--- config.mk ---
export PLATFORM = sky130hd
export DESIGN_NAME = multi_digit_7seg_driver_flat
export DESIGN_NICKNAME = d
export VERILOG_FILES = /design/src/rtl/multi_digit_7seg_driver_pkg.sv /design/src/rtl/multi_digit_7seg_driver_if.sv /design/src/rtl/multi_digit_7seg_driver_bin2bcd_dd.sv /design/src/rtl/multi_digit_7seg_driver.sv /design/src/flat_wrapper.sv
export SDC_FILE = /design/constraint.sdc
export NUM_CORES = 1
export LEC_CHECK = 0
export CAP_MARGIN = 20
export CORE_MARGIN = 2
export CORE_UTILIZATION = 34
export CTS_CLUSTER_SIZE = 20
export DETAILED_ROUTE_END_ITERATION = 10
export GPL_TIMING_DRIVEN = 0
export PLACE_DENSITY = 0.53
export SYNTH_ARGS = -nofsm -noshare
export SYNTH_HDL_FRONTEND = slang
export SYNTH_SLANG_ARGS = --single-unit
--- constraint.sdc ---
create_clock -name clk -period 3.6 [get_ports clk]
set_input_delay 0.9 -clock clk [delete_from_list [all_inputs] [get_ports clk]]
set_output_delay 0.9 -clock clk [all_outputs]
set_load 0.02 [all_outputs]
--- src/rtl/multi_digit_7seg_driver_pkg.sv ---
// Shared constants, FSM encoding and glyph helpers for the multiplexed 7-segment driver.
package multi_digit_7seg_driver_pkg;

  localparam logic [6:0] SEG_BLANK = 7'b1111111;
  localparam logic [6:0] SEG_DASH  = 7'b1111110;

  typedef enum logic [1:0] {
    ST_IDLE = 2'd0,
    ST_CONV = 2'd1,
    ST_DONE = 2'd2
  } conv_state_e;

  // Active-low {a,b,c,d,e,f,g} glyph for one BCD nibble; non-BCD codes are dark.
  function automatic logic [6:0] bcd_to_seg(input logic [3:0] nib);
    logic [6:0] pat;
    case (nib)
      4'd0:    pat = 7'b0000001;
      4'd1:    pat = 7'b1001111;
      4'd2:    pat = 7'b0010010;
      4'd3:    pat = 7'b0000110;
      4'd4:    pat = 7'b1001100;
      4'd5:    pat = 7'b0100100;
      4'd6:    pat = 7'b0100000;
      4'd7:    pat = 7'b0001111;
      4'd8:    pat = 7'b0000000;
      4'd9:    pat = 7'b0000100;
      default: pat = SEG_BLANK;
    endcase
    return pat;
  endfunction

  // Largest value representable on n decimal digits (10^n - 1).
  function automatic logic [31:0] max_dec(input int n);
    logic [31:0] r;
    r = 32'd1;
    for (int i = 0; i < n; i++) begin
      r = r * 32'd10;
    end
    return r - 32'd1;
  endfunction

endpackage

--- src/rtl/multi_digit_7seg_driver_if.sv ---
// Load/status channel between the score logic (master) and the display driver (slave).
interface multi_digit_7seg_driver_if #(
  parameter int BIN_W = 14
);
  logic [BIN_W-1:0] bin_in;
  logic             load;
  logic             ready;
  logic             overflow;

  modport master (output bin_in, output load, input ready, input overflow);
  modport slave  (input bin_in, input load, output ready, output overflow);
endinterface

--- src/rtl/multi_digit_7seg_driver_bin2bcd_dd.sv ---
// Serial double-dabble converter: one add-3/shift step per clock, BIN_W steps per value.
module multi_digit_7seg_driver_bin2bcd_dd
  import multi_digit_7seg_driver_pkg::*;
#(
  parameter int BIN_W      = 14,
  parameter int NUM_DIGITS = 4
) (
  input  logic                    clk,
  input  logic                    rst,
  input  logic                    load_i,
  input  logic [BIN_W-1:0]        bin_i,
  output logic                    ready_o,
  output logic                    done_o,
  output logic [4*NUM_DIGITS-1:0] bcd_o
);
  localparam int BCD_W = 4 * NUM_DIGITS;
  localparam int CNT_W = $clog2(BIN_W + 1);
  localparam logic [CNT_W-1:0] LAST_STEP = CNT_W'(BIN_W - 1);

  conv_state_e      state_q, state_d;
  logic [CNT_W-1:0] cnt_q, cnt_d;
  logic [BIN_W-1:0] bin_q, bin_d;
  logic [BCD_W-1:0] bcd_q, bcd_d;
  logic [BCD_W-1:0] adj_s;
  logic [3:0]       nib_s;

  // Add 3 to every nibble that would reach 10 or more after the next shift.
  always_comb begin
    adj_s = '0;
    nib_s = 4'd0;
    for (int n = 0; n < NUM_DIGITS; n++) begin
      nib_s = bcd_q[4*n +: 4];
      adj_s[4*n +: 4] = (nib_s >= 4'd5) ? (nib_s + 4'd3) : nib_s;
    end
  end

  // Conversion FSM next state and shift-register datapath.
  always_comb begin
    state_d = state_q;
    cnt_d   = cnt_q;
    bin_d   = bin_q;
    bcd_d   = bcd_q;
    case (state_q)
      ST_IDLE: begin
        if (load_i) begin
          bin_d   = bin_i;
          bcd_d   = '0;
          cnt_d   = '0;
          state_d = ST_CONV;
        end else begin
          state_d = ST_IDLE;
        end
      end
      ST_CONV: begin
        bcd_d = {adj_s[BCD_W-2:0], bin_q[BIN_W-1]};
        bin_d = {bin_q[BIN_W-2:0], 1'b0};
        cnt_d = cnt_q + CNT_W'(1);
        if (cnt_q == LAST_STEP) begin
          state_d = ST_DONE;
        end else begin
          state_d = ST_CONV;
        end
      end
      ST_DONE: state_d = ST_IDLE;
      default: state_d = ST_IDLE;
    endcase
  end

  // State and datapath registers; reset abandons any conversion in flight.
  always_ff @(posedge clk) begin
    if (rst) begin
      state_q <= ST_IDLE;
      cnt_q   <= '0;
      bin_q   <= '0;
      bcd_q   <= '0;
    end else begin
      state_q <= state_d;
      cnt_q   <= cnt_d;
      bin_q   <= bin_d;
      bcd_q   <= bcd_d;
    end
  end

  assign ready_o = (state_q == ST_IDLE);
  assign done_o  = (state_q == ST_DONE);
  assign bcd_o   = bcd_q;

endmodule

--- src/rtl/multi_digit_7seg_driver.sv ---
// Time-multiplexed common-anode driver: BCD conversion, overflow dashes, leading-zero blanking.
module multi_digit_7seg_driver
  import multi_digit_7seg_driver_pkg::*;
#(
  parameter int NUM_DIGITS = 4,
  parameter int BIN_W      = 14,
  parameter int SCAN_DIV   = 50000,
  parameter int BLANK_LZ   = 1
) (
  input  logic                     clk,
  input  logic                     rst,
  multi_digit_7seg_driver_if.slave bus,
  output logic [NUM_DIGITS-1:0]    an,
  output logic [6:0]               seg
);
  localparam int BCD_W = 4 * NUM_DIGITS;
  localparam int IDX_W = (NUM_DIGITS > 1) ? $clog2(NUM_DIGITS) : 1;
  localparam int PRE_W = $clog2(SCAN_DIV);
  localparam logic [31:0]      MAX_VAL  = max_dec(NUM_DIGITS);
  localparam logic [PRE_W-1:0] PRE_LAST = PRE_W'(SCAN_DIV - 1);
  localparam logic [IDX_W-1:0] IDX_LAST = IDX_W'(NUM_DIGITS - 1);

  logic                  ready_s, done_s, accept_s;
  logic [BCD_W-1:0]      bcd_s;
  logic                  ovf_pend_q, ovf_pend_d;
  logic                  ovf_q, ovf_d;
  logic [BCD_W-1:0]      disp_q, disp_d;
  logic [PRE_W-1:0]      presc_q, presc_d;
  logic [IDX_W-1:0]      idx_q, idx_d;
  logic [NUM_DIGITS-1:0] an_q, an_d;
  logic [6:0]            seg_q, seg_d;
  logic [NUM_DIGITS-1:0] blank_s;
  logic                  seen_nz_s;
  logic [3:0]            nib_s;
  logic                  blank_sel_s;
  logic                  tick_s;

  multi_digit_7seg_driver_bin2bcd_dd #(
    .BIN_W      (BIN_W),
    .NUM_DIGITS (NUM_DIGITS)
  ) u_conv (
    .clk     (clk),
    .rst     (rst),
    .load_i  (bus.load),
    .bin_i   (bus.bin_in),
    .ready_o (ready_s),
    .done_o  (done_s),
    .bcd_o   (bcd_s)
  );

  assign accept_s     = bus.load & ready_s;
  assign bus.ready    = ready_s;
  assign bus.overflow = ovf_q;

  // Range check at capture; the flag and new digits are published together when conversion ends.
  always_comb begin
    ovf_pend_d = ovf_pend_q;
    ovf_d      = ovf_q;
    disp_d     = disp_q;
    if (accept_s) begin
      ovf_pend_d = (32'(bus.bin_in) > MAX_VAL);
    end else begin
      ovf_pend_d = ovf_pend_q;
    end
    if (done_s) begin
      ovf_d  = ovf_pend_q;
      disp_d = bcd_s;
    end else begin
      ovf_d  = ovf_q;
      disp_d = disp_q;
    end
  end

  // Blank digit i>0 when it and every more significant digit are zero.
  always_comb begin
    blank_s   = '0;
    seen_nz_s = 1'b0;
    for (int i = NUM_DIGITS - 1; i >= 0; i--) begin
      seen_nz_s  = seen_nz_s | (disp_q[4*i +: 4] != 4'd0);
      blank_s[i] = (BLANK_LZ != 0) && (i != 0) && !seen_nz_s;
    end
  end

  // Prescaler, digit index and next an/seg; all anodes dark on the cycle the index moves.
  always_comb begin
    nib_s       = 4'd0;
    blank_sel_s = 1'b0;
    an_d        = '1;
    seg_d       = SEG_BLANK;
    tick_s      = (presc_q == PRE_LAST);
    for (int i = 0; i < NUM_DIGITS; i++) begin
      if (IDX_W'(i) == idx_q) begin
        nib_s       = disp_q[4*i +: 4];
        blank_sel_s = blank_s[i];
      end else begin
        an_d[i] = 1'b1;
      end
    end
    if (tick_s) begin
      presc_d = '0;
      idx_d   = (idx_q == IDX_LAST) ? '0 : (idx_q + IDX_W'(1));
      an_d    = '1;
      seg_d   = SEG_BLANK;
    end else begin
      presc_d = presc_q + PRE_W'(1);
      idx_d   = idx_q;
      for (int i = 0; i < NUM_DIGITS; i++) begin
        an_d[i] = (IDX_W'(i) != idx_q);
      end
      if (ovf_q) begin
        seg_d = SEG_DASH;
      end else if (blank_sel_s) begin
        seg_d = SEG_BLANK;
      end else begin
        seg_d = bcd_to_seg(nib_s);
      end
    end
  end

  // Display state and registered outputs.
  always_ff @(posedge clk) begin
    if (rst) begin
      ovf_pend_q <= 1'b0;
      ovf_q      <= 1'b0;
      disp_q     <= '0;
      presc_q    <= '0;
      idx_q      <= '0;
      an_q       <= '1;
      seg_q      <= SEG_BLANK;
    end else begin
      ovf_pend_q <= ovf_pend_d;
      ovf_q      <= ovf_d;
      disp_q     <= disp_d;
      presc_q    <= presc_d;
      idx_q      <= idx_d;
      an_q       <= an_d;
      seg_q      <= seg_d;
    end
  end

  assign an  = an_q;
  assign seg = seg_q;

endmodule

--- src/flat_wrapper.sv ---
// flat-port wrapper written by rule: the top's interface ports become plain ports
module multi_digit_7seg_driver_flat import multi_digit_7seg_driver_pkg::*;
#(
  parameter int NUM_DIGITS = 4,
  parameter int BIN_W      = 14,
  parameter int SCAN_DIV   = 50000,
  parameter int BLANK_LZ   = 1
)
  (clk, rst, an, seg, bus_bin_in, bus_load, bus_ready, bus_overflow);
  multi_digit_7seg_driver_if #(.BIN_W(BIN_W)) bus_i ();
  input  logic clk;
  input  logic rst;
  output logic [NUM_DIGITS-1:0] an;
  output logic [6:0] seg;
  input wire logic [$bits(bus_i.bin_in)-1:0] bus_bin_in;
  input wire logic [$bits(bus_i.load)-1:0] bus_load;
  output wire logic [$bits(bus_i.ready)-1:0] bus_ready;
  output wire logic [$bits(bus_i.overflow)-1:0] bus_overflow;
  assign bus_i.bin_in = bus_bin_in;
  assign bus_i.load = bus_load;
  assign bus_ready = bus_i.ready;
  assign bus_overflow = bus_i.overflow;
  multi_digit_7seg_driver #(.NUM_DIGITS(NUM_DIGITS), .BIN_W(BIN_W), .SCAN_DIV(SCAN_DIV), .BLANK_LZ(BLANK_LZ)) u_core (.clk(clk), .rst(rst), .bus(bus_i), .an(an), .seg(seg));
endmodule
; Word level (Yosys, flattened, before mapping)
; Memories as Yosys holds them, arrays and structs flattened.
; Cells that the tools add are included.
[totals]
ff_bits = 83
rom_bits = 112
inputBits = 17
output_inout_bits = 13
elab_cells = 76
memories = 1
[classes]
addsub = 7
n_lt_le_gt_ge = 5
eq_ne = 12
n_mux = 23
bitwise = 3
n_reduce_logical = 13
[memory_table]
columns = name, words, word_bits, read_ports, rd_clocked_by_memory_dff, wr, line
row1 = (no name shown), 16, 7, 1, 0, 0, multi_digit_7seg_driver_pkg.sv:16  ; case (nib)
[op_table]
columns = op, n
row1 = 4-bit two-way mux, 8
row2 = 16-bit case mux with 2 select lines, 1
row3 = 14-bit case mux with 2 select lines, 1
row4 = "16-bit by 1-bit adder with 16-bit output, second input constant", 1
row5 = "16-bit == test, second input constant", 1
row6 = "4-bit by 3-bit >= comparator with 1-bit output, second input constant", 4
row7 = 16-bit two-way mux, 1
row8 = "14-bit > comparator, second input constant", 1
row9 = 14-bit two-way mux, 1
row10 = "4-bit by 2-bit adder with 4-bit output, second input constant", 3
row11 = 4-bit nonzero test, 3
row12 = 4-bit case mux with 2 select lines, 1
row13 = 1-bit two-way mux, 6
row14 = "4-bit by 1-bit adder with 4-bit output, second input constant", 1
row15 = "2-bit == test, first input constant", 2
row16 = "2-bit == test, second input constant", 2
row17 = "4-bit == test, second input constant", 1
row18 = 2-bit zero test, 2
row19 = 2-bit two-way mux, 2
row20 = "2-bit != test, first input constant", 2
row21 = 2-bit case mux with 2 select lines, 1
row22 = 2-bit nonzero test, 2
row23 = 4-bit OR reduction, 1
row24 = "3-bit by 2-bit adder with 3-bit output, second input constant", 1
row25 = 11 further kinds, 14

; Longest topological paths before layout
[logic_depth]
ltp_word = 9
mapped_depth = 11
mapped_depth_nobuf = 10

; By module
; Synthesis repeated with hierarchy kept, for this count alone.
[hier_totals]
hier_cells = 428
area_unflattened_um2 = 3951.3
[modules_own_cells]
columns = mod, instances, cells_per_inst, area_each_um2, seq_area_each_um2
row1 = multi_digit_7seg_driver, 1, 235, 2203.4, 940.9
row2 = multi_digit_7seg_driver_bin2bcd_dd, 1, 193, 1747.9, 720.7

; Least setup slack after synthesis
; Ideal clock, no wire load.
[synth_path]
path_kind = reg2reg
start = register u_core.idx_q[1]
end = register u_core.seg_q[0], in the netlist u_core.seg[0]
setup_ns = 0.074
arrival_ns = 1.965
required_time_ns = 3.526
slack_ns = 1.561
path_stages_with_launch = 11
n_path_buf = 1
period_less_slack_ns = 2.039
cell_sequence = dfxtp_1 > inv_1 > ha_1 > buf_6 > nand3b_1 > a221o_4 > inv_1 > ha_1 > nor2_1 > a221o_1 > o211ai_2
[synth_via]
elab_chain_len = 8
word_cells_on_any_way = 14
classes_between = 3 x eq/ne / 9 x mux / 1 x reduce/logical / 1 x memory
[synth_rtl]
columns = element, line
row1 = start: declaration, multi_digit_7seg_driver.sv:29  ; logic [IDX_W-1:0] idx_q, idx_d;
row2 = start signal: assignment, multi_digit_7seg_driver.sv:135  ; idx_q <= idx_d;
row3 = 2-bit zero test, multi_digit_7seg_driver.sv:92  ; if (IDX_W'(i) == idx_q) begin
row4 = 4-bit two-way mux (4 in series), multi_digit_7seg_driver.sv:92
row5 = memory 16 x 7 bit, n/a
row6 = 1-bit two-way mux (*), multi_digit_7seg_driver.sv:112  ; end else if (blank_sel_s) begin
row7 = 1-bit two-way mux (*), multi_digit_7seg_driver.sv:110  ; if (ovf_q) begin
row8 = end signal: assignment, multi_digit_7seg_driver.sv:137  ; seg_q <= seg_d;
row9 = end: declaration, multi_digit_7seg_driver.sv:31  ; logic [6:0] seg_q, seg_d;
; Every way passes the cells marked *; elsewhere a longest branch is shown, timed or not.
; A chain may end at the register's enable or synchronous reset.

; Final worst setup path
[layout_path]
start = register u_core.u_conv.state_q[0]
end = output port bus_ready
[layout_via]
elab_chain_len = 1
[layout_rtl]
columns = element, line
row1 = start: declaration, multi_digit_7seg_driver_bin2bcd_dd.sv:20  ; conv_state_e state_q, state_d;
row2 = start signal: assignment, multi_digit_7seg_driver_bin2bcd_dd.sv:77  ; state_q <= state_d;
row3 = 2-bit zero test, multi_digit_7seg_driver_bin2bcd_dd.sv:84  ; assign ready_o = (state_q == ST_IDLE);
row4 = end: declaration, flat_wrapper.sv:17  ; output wire logic [$bits(bus_i.ready)-1:0] bus_ready;
; No other way between the ends.

==> out/metrics.cfg <==
[outcome]
run_status=completed

[clock_network]
cts_tree=done
clkTransAtPathRegs_ns=0.06
root_buffer=clkbuf_16
cts_hold_buf=0
cts_sinks=83
h-tree-depth=3
cts_buffers=9
worstSkewPairLatency_ns=0.34
clock_path_buffers=2
cts_setup_buffers=0
cts_resized=0

[timing]
fmaxAchievable_ghz=0.417
period_needed_ns=2.40
timing.hold.ws_ns=0.446
setup_viol=0
timing.final.max_slew_violations=0
worstMarginPinSlew_ns=0.595
rsz0062_at_grt=false
period_share=0.666
finalHoldViolCount=0
fin_tns_setup_ns=0
maxSlewHeadroom=0.604
finClkSkew_ns=0.00702

[hold_path]
worstHoldStart=u_core.presc_q[0]$_SDFF_PP0_
min_to=u_core.presc_q[0]$_SDFF_PP0_
hp-class=flip-flop to flip-flop
hold_depth=1

[layout]
num_antenna_cells=0
drive_gt1_frac=0.0608
syn_to_final_growth_pct=20.2
nets=543
fillers=1116
final_cell_mix=83 x dfxtp_1, 75 x nand2_1, 57 x a21oi_1
final_common_cell=dfxtp_1

[critical_path]
cp.required_ns=2.70
crit_arrival_ns=1.50
r2r-end=u_core.seg[0]$_SDFF_PP1_
reg2reg_from=u_core.idx_q[1]$_SDFFE_PP0P_
worstSetupPathType=flip-flop to output port
path_max_fanout=5
start_kind=flip-flop
endpoint_kind=output port
rrSetupSlack_ns=1.36
rr_worst_depth=10

[floorplan]
num_rows=38
initial_core_util=0.352
dieArea_um2=12200
die_h_um=111
dieWidth_um=111
ios=30
core_um2=11000

[power]
power_mw=2.05
switchingPower_mw=0.456
peakVddDrop_mv=0.299
switching_share=0.222
p_leak_nw=1.65
pwr-share-seq=0.464
power_density_nw_per_um2=441
power.internal_mw=1.59
power_frac_comb=0.063
p_clk_frac=0.472

[synth]
synth_fp_nets=503
async_flop_share=0
synth_cell_type_count=47
ys_seq_elements=83
synth_edf_count=0
synth-main-ff-cell=dfxtp_1
synthesis.area_um2=3870
avgSynthCellArea_um2=8.32
syn_inst=465
yosys_warnings=0
yosysSeqAreaShare=0.429

[detailed_routing]
first_pass_iters=4
routed_wl_um=8540
antenna_left=0
vias_per_cell=4.96
drc_errors=0
route.vias.total=3224
wl_per_cell_um=13.1
dr.first_iter.drc_count=104

[flow_run]
max_cap_violations=0

[placed_design]
dpl.hpwl_um=6250
gp_routability_congestion=0.860
portBuffers=29

[global_routing]
grt_max_degree=15
grt_usage=0.146
grt_pass1_wl_um=14800
antenna_found_initial=0
grt.overflow.total=0
first_global_vias=3160

==> final cells by class <==
| class | count | area [um^2] | area share |
|---|---|---|---|
| flip-flops and latches | 83 | 1660 | 0.357 |
| well taps | 140 | 175 | 0.0377 |
| clock buffers | 9 | 225 | 0.0484 |
| plain buffers | 24 | 119 | 0.0256 |
| clock inverters | 7 | 92.6 | 0.0199 |
| repair buffers | 29 | 290 | 0.0624 |
| inverters | 18 | 67.6 | 0.0145 |
| multi-input cells | 340 | 2020 | 0.434 |
==> state kept, by name (all words and copies together) (netlist names), 4 cells and up <==
signal / cells
u_core.presc_q: 16
u_core.u_conv.bin_q: 14
u_core.u_conv.cnt_q: 4
u_core.seg: 7
u_core.u_conv.bcd_o: 16
u_core.disp_q: 16
u_core.an: 4
==> cell usage after synthesis (2+ instances only) <==
cell type	count	area, um^2
buf_2	5	25.0
nor2b_1	6	37.5
clkbuf_1	15	56.3
a311o_1	2	20.0
buf_6	3	33.8
and2_1	6	37.5
nand3b_1	3	22.5
xor2_1	8	70.1
ha_1	21	263
nor3_1	10	50.1
a31oi_1	4	25.0
nor3b_1	4	30.0
inv_1	18	67.6
a21oi_1	57	285
nand3_1	21	105
mux2i_1	2	20.0
a221o_1	2	20.0
nand2_1	75	282
o21ai_0	19	95.1
dfxtp_1	83	1660
or3_1	2	12.5
nor2_1	35	131
nor4_1	5	31.3
and4_1	2	17.5
xnor2_1	12	105
nand4_1	5	31.3
a22oi_1	13	97.6
a211oi_1	2	15.0
nand2b_1	7	43.8
==> layer usage <==
metal	track usage	part of all wire	vias to the layer above
met5	0	0	-
met4	0.0467	0.013	0
met3	0.0465	0.044	10
met2	0.244	0.47	61
met1	0.180	0.47	1475
li1	-	-	1678
==> cell families after synthesis <==
kind of cell	count (synthesis)	share of synthesized area
flops	83	0.429
fa+ha+maj	21	0.0679
simple gates	188	0.234
buf+inv	42	0.0482
mux	2	0.00517
xor+xnor	20	0.0453
compound gates	109	0.170
==> power groups by stage <==
stage | sequential, mW | clock, mW | combinational, mW
after CTS | 0.952 | 0.998 | 0.132
after global placement | 0.971 | 0 | 0.131
after floorplan | 0.975 | 0 | 0.0693
final | 0.952 | 0.969 | 0.130
after detailed placement | 0.973 | 0 | 0.132
after global routing | 0.954 | 1.04 | 0.145
==> critical path, cell delays in order (launching register included) <==
cell and delay (ns):
dfxtp_1 0.34, nor2_1 0.18, clkdlybuf4s50_1 0.64
==> how the worst max path moves through the flow <==
stage / cells past startpoint / to / slack (ns) / start
floorplan: 10 / u_core.seg[0]$_SDFF_PP1_ / 1.56 / u_core.idx_q[1]$_SDFFE_PP0P_
global placement: 7 / u_core.u_conv.bin_q[10]$_SDFFE_PP0P_ / 0.93 / bus_load
detailed placement: 7 / u_core.u_conv.bin_q[10]$_SDFFE_PP0P_ / 0.92 / bus_load
CTS: 2 / bus_ready / 1.18 / u_core.u_conv.state_q[0]$_SDFF_PP0_
global route: 2 / bus_ready / 1.14 / u_core.u_conv.state_q[0]$_SDFF_PP0_
finish: 2 / bus_ready / 1.20 / u_core.u_conv.state_q[0]$_SDFF_PP0_
==> metrics by stage <==
stage	instances	util	cell area (um^2)	setup WS (ns)
finish	650	0.424	4650	1.20
global route	650	0.424	4650	1.14
CTS	650	0.424	4650	1.18
detailed placement	634	0.395	4330	0.917
global placement	634	0.395	4330	0.932
floorplan	465	-	3870	1.56
Note: power is estimated with default switching activity, not from simulation.
==> variant: new RTL, same settings <==
`NUM_DIGITS` is set to 4 in 3 places; all go to 8.
--- a/src/rtl/multi_digit_7seg_driver_bin2bcd_dd.sv
+++ b/src/rtl/multi_digit_7seg_driver_bin2bcd_dd.sv
@@ -3,7 +3,7 @@
   import multi_digit_7seg_driver_pkg::*;
 #(
   parameter int BIN_W      = 14,
-  parameter int NUM_DIGITS = 4
+  parameter int NUM_DIGITS = 8
 ) (
   input  logic                    clk,
   input  logic                    rst,
--- a/src/rtl/multi_digit_7seg_driver.sv
+++ b/src/rtl/multi_digit_7seg_driver.sv
@@ -2,7 +2,7 @@
 module multi_digit_7seg_driver
   import multi_digit_7seg_driver_pkg::*;
 #(
-  parameter int NUM_DIGITS = 4,
+  parameter int NUM_DIGITS = 8,
   parameter int BIN_W      = 14,
   parameter int SCAN_DIV   = 50000,
   parameter int BLANK_LZ   = 1
--- a/src/flat_wrapper.sv
+++ b/src/flat_wrapper.sv
@@ -1,7 +1,7 @@
 // flat-port wrapper written by rule: the top's interface ports become plain ports
 module multi_digit_7seg_driver_flat import multi_digit_7seg_driver_pkg::*;
 #(
-  parameter int NUM_DIGITS = 4,
+  parameter int NUM_DIGITS = 8,
   parameter int BIN_W      = 14,
   parameter int SCAN_DIV   = 50000,
   parameter int BLANK_LZ   = 1
Ports: changed (resized an); port bits go from 30 to 34. The function was not compared with the original's and may differ.
==> variant against the unedited design <==
- final area increased by 49%
- sequential cell count is 35 higher
- clock skew increased by 0.00095 ns
- wire length grew 65%
- worst setup slack lost 0.43 ns
- clock power grew 86%
- total power is 61% higher
- area after synthesis increased by 48%
- global-route usage is 1.9 points higher
- critical path type is now reg2reg
- highest routed layer unchanged
==> variant: results (changes against the unedited design) <==
Gpl congestion - 0.8805 (was 0.8602)
Ratio of cells with drive above 1 in the final layout - 0.08010 (was 0.06078)
CTS root buf - clkbuf_16 (unchanged)
Cell area after layout - 6937 um2 (was 4652 um2)
Status - finished clean (unchanged)
Vias in the first global route - 4794 (was 3160)
Tightest Hold Check Type - reg2reg (unchanged)
DR vias/cell - 4.939 (was 4.960)
Flop2flop setup slack - 0.77 ns (was 1.36 ns)
Max rail drop VDD - 0.0003062 V (was 0.0002995 V)
Area post-placement - 6304 um2 (was 4334 um2)
Largest net degree at the start of global routing - 17 (was 15)
Clk_lat worst skew - 0.41 ns (was 0.34 ns)
Top-area cell type share of the netlist area - 0.4131 (was 0.4295)
Seq/Total Area, Yosys - 0.4131 (was 0.4295)
P_sw - 0.0007271 W (was 0.0004560 W)
Met3 Routed Length - 513 um (was 377 um)
DRT iter0 DRCs - 226 (was 104)
Post-route clock skew - 0.007974 ns (was 0.007022 ns)
Actual slew at the worst max-slew pin - 0.6714 ns (was 0.5947 ns)
Met2 WL - 6.479 mm (was 4.003 mm)
Fin nets - 809 (was 543)
Synthesized net count - 759 (was 503)
CP max FO - 10 (was 5)
Leakage - 2.415 nW (was 1.652 nW)
Compound-gate portion of the synthesized area - 0.1880 (was 0.1704)
Post-synthesis xor/xnor area fraction - 0.04442 (was 0.04528)
Crit end category - register (was output pin)
Syn Area/Cell - 8.042 um2 (was 8.320 um2)
Library cells used by synthesis - 54 (was 47)
CTS Buf Count - 17 (was 9)
Synth Area in Adders - 0.06783 (was 0.06792)
Number of port buffers - 31 (was 29)
CP arrival - 3.17 ns (was 1.50 ns)
Routed length per placed instance - 14.21 um (was 13.14 um)
First-pass GRT wire length - 23.39 mm (was 14.75 mm)
CTS-repair resized insts - 0 (unchanged)
Fillers - 1653 (was 1116)
Routed WL - 14.12 mm (was 8.539 mm)
Detailed Place HPWL - 10.31 mm (was 6.245 mm)
FFs w/ async S/R, synth - 0 (unchanged)
DR pass1 iterations - 5 (was 4)
Reg2Reg Depth - 14 (was 10)
RR Startpoint - u_core.idx_q[2] (was u_core.idx_q[1])
Post-synth top cells - 126 x nand2_1, 118 x dfxtp_1, 97 x a21oi_1 (was 83 x dfxtp_1, 75 x nand2_1, 57 x a21oi_1)
H-tree levels - 4 (was 3)
Post-synthesis mux area share - 0.006565 (was 0.005175)
Area contributors post-synth - dfxtp_1 41%, a21oi_1 8.5%, nand2_1 8.3%, ha_1 6.8%, nand3_1 3.4% (was dfxtp_1 43%, a21oi_1 7.4%, nand2_1 7.3%, ha_1 6.8%, nor2_1 3.4%)
Inst Count DP - 962 (was 634)
Worst-path clk slew - 0.06 ns (about the same)
Gr usage total - 0.1650 (was 0.1462)
Met1 WL - 6.869 mm (was 4.043 mm)
Initial antenna violation count - 0 (unchanged)
Critical R2R Capture - u_core.seg[3] (was u_core.seg[0])
variant: layout make-up:
type	count	area share
repair buffers	31	0.04473
multi-input cells	519	0.4378
clock inverters	12	0.02543
flip-flops and latches	118	0.3405
inverters	30	0.01623
clock buffers	20	0.06584
plain buffers	44	0.02976
well taps	220	0.03968
variant: cell families (layout without fill, tap and decap cells):
family / after synthesis / in the layout
buffers and inverters: 74 / 137
flip-flops: 118 / 118
XOR/XNOR: 29 / 29
adder cells (fa/ha/maj): 31 / 31
AND/OR/NAND/NOR: 276 / 276
multiplexers: 3 / 3
AO/OA/AOI/OAI: 179 / 179
other: 1 / 1
variant: worst min path at each step:
stage	end	slack, ns	startpoint
global placement	u_core.presc_q[0]	0.43	u_core.presc_q[0]
detailed placement	u_core.presc_q[0]	0.44	u_core.presc_q[0]
global route	u_core.u_conv.bin_q[11]	0.47	u_core.u_conv.bin_q[11]
floorplan	u_core.presc_q[0]	0.41	u_core.presc_q[0]
finish	u_core.presc_q[0]	0.46	u_core.presc_q[0]
CTS	u_core.presc_q[0]	0.46	u_core.presc_q[0]
variant: power groups by stage:
| stage | sequential, W | clock, W | combinational [W] |
|---|---|---|---|
| floorplan | 0.00137 | 0 | 0.0000870 |
| finish | 0.00134 | 0.00180 | 0.000161 |
| global route | 0.00134 | 0.00189 | 0.000178 |
| global placement | 0.00137 | 0 | 0.000161 |
| CTS | 0.00134 | 0.00183 | 0.000163 |
| detailed placement | 0.00137 | 0 | 0.000163 |
variant: layer usage:
metal	global-route usage	vias to the layer above
met1	0.2088	2257
li1	-	2531
met4	0.06738	0
met3	0.04718	20
met5	0	-
met2	0.2646	101
variant: through the flow:
stage | hold slack, ns | setup WS, ns
finish | 0.4556 | 0.7746
global route | 0.4728 | 0.6187
CTS | 0.4577 | 0.7788
detailed placement | 0.4431 | 0.7801
global placement | 0.4259 | 0.8070
floorplan | 0.4132 | 1.218
variant: worst max-delay path, stage by stage (launching register included):
cell and delay (ns):
dfxtp_1 0.35, buf_6 0.15, inv_1 0.11, ha_1 0.19
buf_4 0.17, or2_1 0.27, a221oi_2 0.26, o22ai_1 0.14
a21o_1 0.28, inv_1 0.11, ha_1 0.15, inv_1 0.04
a211oi_1 0.29, a211oi_2 0.10, o21ai_1 0.14
